### config.mk
export PLATFORM = sky130hd
export DESIGN_NAME = action_controller_flat
export DESIGN_NICKNAME = d
export VERILOG_FILES = /design/src/rtl/proc_input_pkg.sv /design/src/rtl/action_controller_if.sv /design/src/rtl/action_controller_debouncer.sv /design/src/rtl/action_controller.sv /design/src/flat_wrapper.sv
export SDC_FILE = /design/constraint.sdc
export NUM_CORES = 1
export LEC_CHECK = 0
export ABC_AREA = 1
export BUFFER_PORTS_ARGS = -buffer_cell sky130_fd_sc_hd__clkbuf_2
export CAP_MARGIN = 20
export CELL_PAD_IN_SITES_DETAIL_PLACEMENT = 1
export CELL_PAD_IN_SITES_GLOBAL_PLACEMENT = 1
export CORE_UTILIZATION = 43
export DETAILED_ROUTE_END_ITERATION = 10
export PLACE_DENSITY = 0.78
export SKIP_CTS_REPAIR_TIMING = 1
export SLEW_MARGIN = 15
export SYNTH_ARGS = -nofsm -noshare
export SYNTH_HDL_FRONTEND = slang
export SYNTH_HIERARCHICAL = 1
export SYNTH_SLANG_ARGS = --single-unit
### constraint.sdc
create_clock -name clk -period 1.2 [get_ports clk]
set_input_delay 0.12 -clock clk [delete_from_list [all_inputs] [get_ports clk]]
set_output_delay 0.12 -clock clk [all_outputs]
set_load 0.05 [all_outputs]
### src/rtl/proc_input_pkg.sv
// Shared types for the processor input path: action ids and the
// command-controller state encoding.
package proc_input_pkg;

  localparam int N_ACOES = 6;

  typedef logic [$clog2(N_ACOES)-1:0] acao_id_t;

  typedef enum logic [1:0] {
    IDLE,
    SELECT,
    ISSUE
  } ctrl_state_t;

endpackage

### src/rtl/action_controller_if.sv
// Command handshake from the action controller to the processor's command
// decoder. The controller is the master and offers commands.
interface action_controller_if
  import proc_input_pkg::*;
#(
  parameter int N_ACOES = proc_input_pkg::N_ACOES
);
  localparam int ID_W = (N_ACOES > 1) ? $clog2(N_ACOES) : 1;

  logic            cmd_valid;
  logic            cmd_ready;
  logic [ID_W-1:0] cmd_id;

  modport master (output cmd_valid, output cmd_id, input cmd_ready);
  modport slave  (input cmd_valid, input cmd_id, output cmd_ready);
endinterface

### src/rtl/action_controller_debouncer.sv
// Per-button debouncer: the level follows the raw input only after it has
// differed for DEBOUNCE_CYCLES consecutive cycles; press is a one-cycle rise.
module debouncer #(
  parameter int DEBOUNCE_CYCLES = 500000
) (
  input  logic clk,
  input  logic reset,
  input  logic raw,
  output logic level,
  output logic press
);
  localparam int CNT_W = $clog2(DEBOUNCE_CYCLES + 1);

  logic [CNT_W-1:0] cnt;
  logic             level_d;

  always_ff @(posedge clk or posedge reset) begin
    if (reset) begin
      cnt     <= '0;
      level   <= 1'b0;
      level_d <= 1'b0;
    end else begin
      level_d <= level;
      if (raw == level) begin
        cnt <= '0;
      end else if (cnt == CNT_W'(DEBOUNCE_CYCLES - 1)) begin
        // This is the DEBOUNCE_CYCLES-th consecutive differing cycle.
        level <= raw;
        cnt   <= '0;
      end else begin
        cnt <= cnt + CNT_W'(1);
      end
    end
  end

  assign press = level & ~level_d;
endmodule

### src/rtl/action_controller.sv
// Debounces the action and enter buttons, arbitrates pending presses and issues
// the confirmed action over a valid/ready handshake. Define ROUND_ROBIN_EN for
// round-robin grant; otherwise the lowest pending index wins.
module action_controller
  import proc_input_pkg::*;
#(
  parameter int N_ACOES         = proc_input_pkg::N_ACOES,
  parameter int DEBOUNCE_CYCLES = 500000
) (
  input  logic                              clk,
  input  logic                              reset,
  input  logic                              enter_sync,
  input  logic [0:N_ACOES-1]                acoes_sync,
  action_controller_if.master               cmd,
  output logic                              sel_valid,
  output logic [((N_ACOES > 1) ? $clog2(N_ACOES) : 1)-1:0] sel_id,
  output logic [N_ACOES-1:0]                pending
);
  localparam int ID_W = (N_ACOES > 1) ? $clog2(N_ACOES) : 1;

  ctrl_state_t         state;
  logic                cmd_valid_q;
  logic [ID_W-1:0]     cmd_id_q;
  logic                enter_press;
  logic [N_ACOES-1:0]  act_press;
  logic [N_ACOES-1:0]  clr_mask;
  logic [ID_W-1:0]     grant;

  debouncer #(.DEBOUNCE_CYCLES(DEBOUNCE_CYCLES)) u_deb_enter (
    .clk   (clk),
    .reset (reset),
    .raw   (enter_sync),
    .level (),
    .press (enter_press)
  );

  for (genvar i = 0; i < N_ACOES; i++) begin : g_deb
    debouncer #(.DEBOUNCE_CYCLES(DEBOUNCE_CYCLES)) u_deb (
      .clk   (clk),
      .reset (reset),
      .raw   (acoes_sync[i]),
      .level (),
      .press (act_press[i])
    );
  end

`ifdef ROUND_ROBIN_EN
  logic [ID_W-1:0] rr_ptr;

  function automatic logic [ID_W-1:0] pick_grant(input logic [N_ACOES-1:0] req,
                                                 input logic [ID_W-1:0]    ptr);
    logic        found;
    int unsigned idx;
    pick_grant = '0;
    found      = 1'b0;
    for (int unsigned k = 0; k < N_ACOES; k++) begin
      idx = (ptr + k) % N_ACOES;
      if (!found && req[idx]) begin
        pick_grant = ID_W'(idx);
        found      = 1'b1;
      end
    end
  endfunction

  assign grant = pick_grant(pending, rr_ptr);
`else
  function automatic logic [ID_W-1:0] pick_grant(input logic [N_ACOES-1:0] req);
    pick_grant = '0;
    // Descending scan so the lowest set index is written last.
    for (int unsigned k = N_ACOES; k > 0; k--) begin
      if (req[k-1]) pick_grant = ID_W'(k - 1);
    end
  endfunction

  assign grant = pick_grant(pending);
`endif

  // Confirming clears the selected bit; it overrides a coincident re-press.
  always_comb begin
    clr_mask = '0;
    if (state == SELECT && enter_press) clr_mask[sel_id] = 1'b1;
  end

  always_ff @(posedge clk or posedge reset) begin
    if (reset) begin
      state       <= IDLE;
      cmd_valid_q <= 1'b0;
      cmd_id_q    <= '0;
      sel_valid   <= 1'b0;
      sel_id      <= '0;
      pending     <= '0;
`ifdef ROUND_ROBIN_EN
      rr_ptr      <= '0;
`endif
    end else begin
      pending <= (pending | act_press) & ~clr_mask;
      case (state)
        IDLE: begin
          if (|pending) begin
            sel_id    <= grant;
            sel_valid <= 1'b1;
            state     <= SELECT;
          end
        end
        SELECT: begin
          if (enter_press) begin
            cmd_id_q    <= sel_id;
            cmd_valid_q <= 1'b1;
            sel_valid   <= 1'b0;
            state       <= ISSUE;
          end
        end
        ISSUE: begin
          if (cmd_valid_q && cmd.cmd_ready) begin
            cmd_valid_q <= 1'b0;
            state       <= IDLE;
`ifdef ROUND_ROBIN_EN
            rr_ptr      <= (cmd_id_q == ID_W'(N_ACOES - 1)) ? '0 : cmd_id_q + ID_W'(1);
`endif
          end
        end
        default: state <= IDLE;
      endcase
    end
  end

  assign cmd.cmd_valid = cmd_valid_q;
  assign cmd.cmd_id    = cmd_id_q;
endmodule

### src/flat_wrapper.sv
// flat-port wrapper written by rule: the top's interface ports become plain ports
module action_controller_flat import proc_input_pkg::*;
#(
  parameter int N_ACOES         = proc_input_pkg::N_ACOES,
  parameter int DEBOUNCE_CYCLES = 500000
)
  (clk, reset, enter_sync, acoes_sync, sel_valid, sel_id, pending, cmd_cmd_valid, cmd_cmd_id, cmd_cmd_ready);
  action_controller_if #(.N_ACOES(N_ACOES)) cmd_i ();
  input  logic clk;
  input  logic reset;
  input  logic enter_sync;
  input  logic [0:N_ACOES-1] acoes_sync;
  output logic sel_valid;
  output logic [((N_ACOES > 1) ? $clog2(N_ACOES) : 1)-1:0] sel_id;
  output logic [N_ACOES-1:0] pending;
  output wire logic [$bits(cmd_i.cmd_valid)-1:0] cmd_cmd_valid;
  output wire logic [$bits(cmd_i.cmd_id)-1:0] cmd_cmd_id;
  input wire logic [$bits(cmd_i.cmd_ready)-1:0] cmd_cmd_ready;
  assign cmd_cmd_valid = cmd_i.cmd_valid;
  assign cmd_cmd_id = cmd_i.cmd_id;
  assign cmd_i.cmd_ready = cmd_cmd_ready;
  action_controller #(.N_ACOES(N_ACOES), .DEBOUNCE_CYCLES(DEBOUNCE_CYCLES)) u_core (.clk(clk), .reset(reset), .enter_sync(enter_sync), .acoes_sync(acoes_sync), .cmd(cmd_i), .sel_valid(sel_valid), .sel_id(sel_id), .pending(pending));
endmodule
==> out/metrics.cfg <==
[die]
die_x_microns=148.3
die-area_sq_um=22000
ios=24
rows=53
die_y_microns=148.3
core_sq_um=21020
initial_core_util_pct=43.79

[synthesis]
yosysWarnings=6
yosysTopAreaCell=dfrtp_1
synthDistinctLibCells=29
synth_top_area_share_pct=44.31
synth_cells=1140
postSynthAreaPerCell_sq_um=8.075
syn-num-nets=1157
synth.cell_area_sq_um=9205
synth_seq_cells=163
netlist_top_cells_area=dfrtp_1 (44%), nor2_1 (9.9%), nand2_1 (7.7%)
ys_seq_area_share_pct=44.31

[setup_path]
crit_path_end_kind=register
timing.rr.start=u_core/g_deb[3].u_deb/cnt[1]$_DFF_PP0_
cp.depth=7
crit_path_frequent_cell=nand2_4
crit_end=u_core/g_deb[3].u_deb/cnt[16]$_DFF_PP0_
slowest_stage=dfrtp_1
critPathRequiredTime_ps=1530
ff2ff_setup_slack_ps=-430
ff2ff_path_depth=7
cp_cell_sequence=ha_2, nand2_4, nor2_4, nand2_4, o21ai_1, nand3_1, nor2_1
r2r-end=u_core/g_deb[3].u_deb/cnt[16]$_DFF_PP0_
max_stage_delay_ps=400
critPathKind=reg2reg
crit_buf_inv=0
worst_ep_arrival_time_ps=1950
cp_max_fo=4
critPathLaunch=u_core/g_deb[3].u_deb/cnt[1]$_DFF_PP0_
crit_family=simple AND/OR/NAND/NOR gates
start_kind=register

[clock_tree]
clk_pin_slew_worst_paths_ps=70
insertion_delay_ps=440
cts_root_buf=clkbuf_16
cts_num_sinks=163
cts_htree_levels=4
cts_made_buffers=17
cts_tree=done
clk_path_buf_depth=2

[drt]
postRouteAntennaNets=0
vias=8801
wl_per_cell_microns=20.46
drc=0
wl_met1_mm=13.14
first_pass_iters=5
via_per_inst=5.340
drt-initial-drc-count=457
wl_met3_mm=1.074
top_layer=met4
wl_mm=33.72
wl_met2_mm=18.38

[grt]
grt_overflow=0
grt.total_usage_pct=25.07
antenna_found_initial=0
grt_max_degree=22
grt_pass1_vias=9024
grt_first_pass_wirelength_mm=43.71

[sta]
fmax_mhz=615.1
tightest_slew_ps=340.0
finalSetupViolCount=139
hold_viol=0
fin_skew_ps=13.35
fin_ws_ps=-425.7
maxSlewViolCount=0
rsz0062_at_grt=true
slew_headroom_pct=77.25
fin_crit_sh_pct=135.5
final.min_clock_period_ps=1626
setup_tns_ps=-23300

[placement]
placed_cell_area_sq_um=10850
portBuffers=23
gp_congestion=0.8452
place_inst=1587
hpwl_mm=18.74

[worst_hold_path]
worstHoldPathType=in2reg

[power_and_ir_drop]
finalPower_w=0.01442
vdd_drop_max_uv=770.7
power_density_nw_per_um2=1129
leakage_nw=5.521

[finish]
final_common_cell=nor2_1
antennaDiodeCount=0
final_util_pct=60.75
fin_cells=1648
num-fill-cells=2415
drive_gt1_share_pct=41.01
mostFrequentLayoutCells=nor2_1 (190), nand2_1 (171), buf_4 (159)
area_delta_synth_final_pct=38.72
stdcell_area_sq_um=12770
nNetsFinal=1378

[flow_run]
max_cap_viol_count=0

[outcome]
failed_checks=negative setup slack
status=finished, violations left

[synthesized netlist by cell type (all sizes together)]
master / count
o21ai: 20
nand2: 246
nand4: 14
a31oi: 3
nor3: 8
a21oi: 38
ha: 7
o21a: 7
nand3: 81
o22ai: 7
xnor2: 14
dfrtp: 163
inv: 154
o21bai: 7
nor3b: 14
buf: 1
nor2: 314
xor2: 42
[final cells by class]
type | count | area [sq um] | share of cell area (%)
clock buffers | 22 | 474.2 | 3.714
clock inverters | 9 | 81.33 | 0.6369
inverters | 154 | 585.6 | 4.586
multi-input cells | 822 | 5533 | 43.33
flip-flops and latches | 163 | 4106 | 32.16
well taps | 275 | 344.1 | 2.695
repair buffers | 203 | 1645 | 12.88
[layer usage]
metal | GRT usage, % | vias to the layer above
li1 | - | 3965
met5 | 0 | -
met3 | 4.172 | 94
met4 | 6.959 | 0
met1 | 30.08 | 4513
met2 | 45.96 | 229
[report_power, final]
part / internal (W) / total, W / switching [W]
sequential: 0.00582 / 0.00621 / 0.000396
combinational: 0.000943 / 0.00278 / 0.00183
clock: 0.00301 / 0.00543 / 0.00243
[sequential cells by signal, indices dropped and copies added (netlist names)]
| name | cells |
|---|---|
| u_core/g_deb.u_deb/cnt | 114 |
| u_core/u_deb_enter/cnt | 19 |
| u_core/g_deb.u_deb/level | 6 |
| u_core/g_deb.u_deb/level_d | 6 |
| u_core/pending | 6 |
| u_core/cmd.cmd_id | 3 |
| u_core/sel_id | 3 |
| u_core/state | 2 |
| u_core/cmd.cmd_valid | 1 |
| u_core/sel_valid | 1 |
| u_core/u_deb_enter/level | 1 |
| u_core/u_deb_enter/level_d | 1 |
[worst register-to-register path, delay by kind of cell, from the launching register on]
family / cells / cell delay, ps
compound gates: 1 / 180
fa+ha+maj: 1 / 230
flops: 1 / 400
simple gates: 5 / 690
[through the flow]
step | hold slack [ps] | setup slack, ps
6_report | 25.89 | -425.7
5_1_grt | 10.37 | -441.3
3_5_place_dp | 324.9 | -252.0
2_1_floorplan | 33.60 | -16.19
3_3_place_gp | 302.4 | -197.2
4_1_cts | -128.5 | -329.4
[cells by family after synthesis]
kind of cell | count (synthesis) | share of synthesized area, %
and+or+nand+nor | 677 | 37.13
DFF | 163 | 44.31
buffers and inverters | 155 | 6.402
AOI/OAI and AO/OA | 82 | 5.301
xor gates and xnor gates | 56 | 5.899
adders and majority gates | 7 | 0.9514
[worst min path at each step]
stage	from	end	depth (start not counted)
final	acoes_sync[0]	u_core/g_deb[0].u_deb/level$_DFFE_PP0P_	3
after global routing	acoes_sync[0]	u_core/g_deb[0].u_deb/level$_DFFE_PP0P_	3
after CTS	reset	u_core/sel_id[2]$_DFFE_PP0P_	3
after detailed placement	reset	u_core/pending[4]$_DFF_PP0_	3
after global placement	reset	u_core/g_deb[4].u_deb/cnt[4]$_DFF_PP0_	3
after floorplan	reset	u_core/cmd.cmd_id[0]$_DFFE_PP0P_	1
Note: power is estimated with default switching activity, not from simulation.
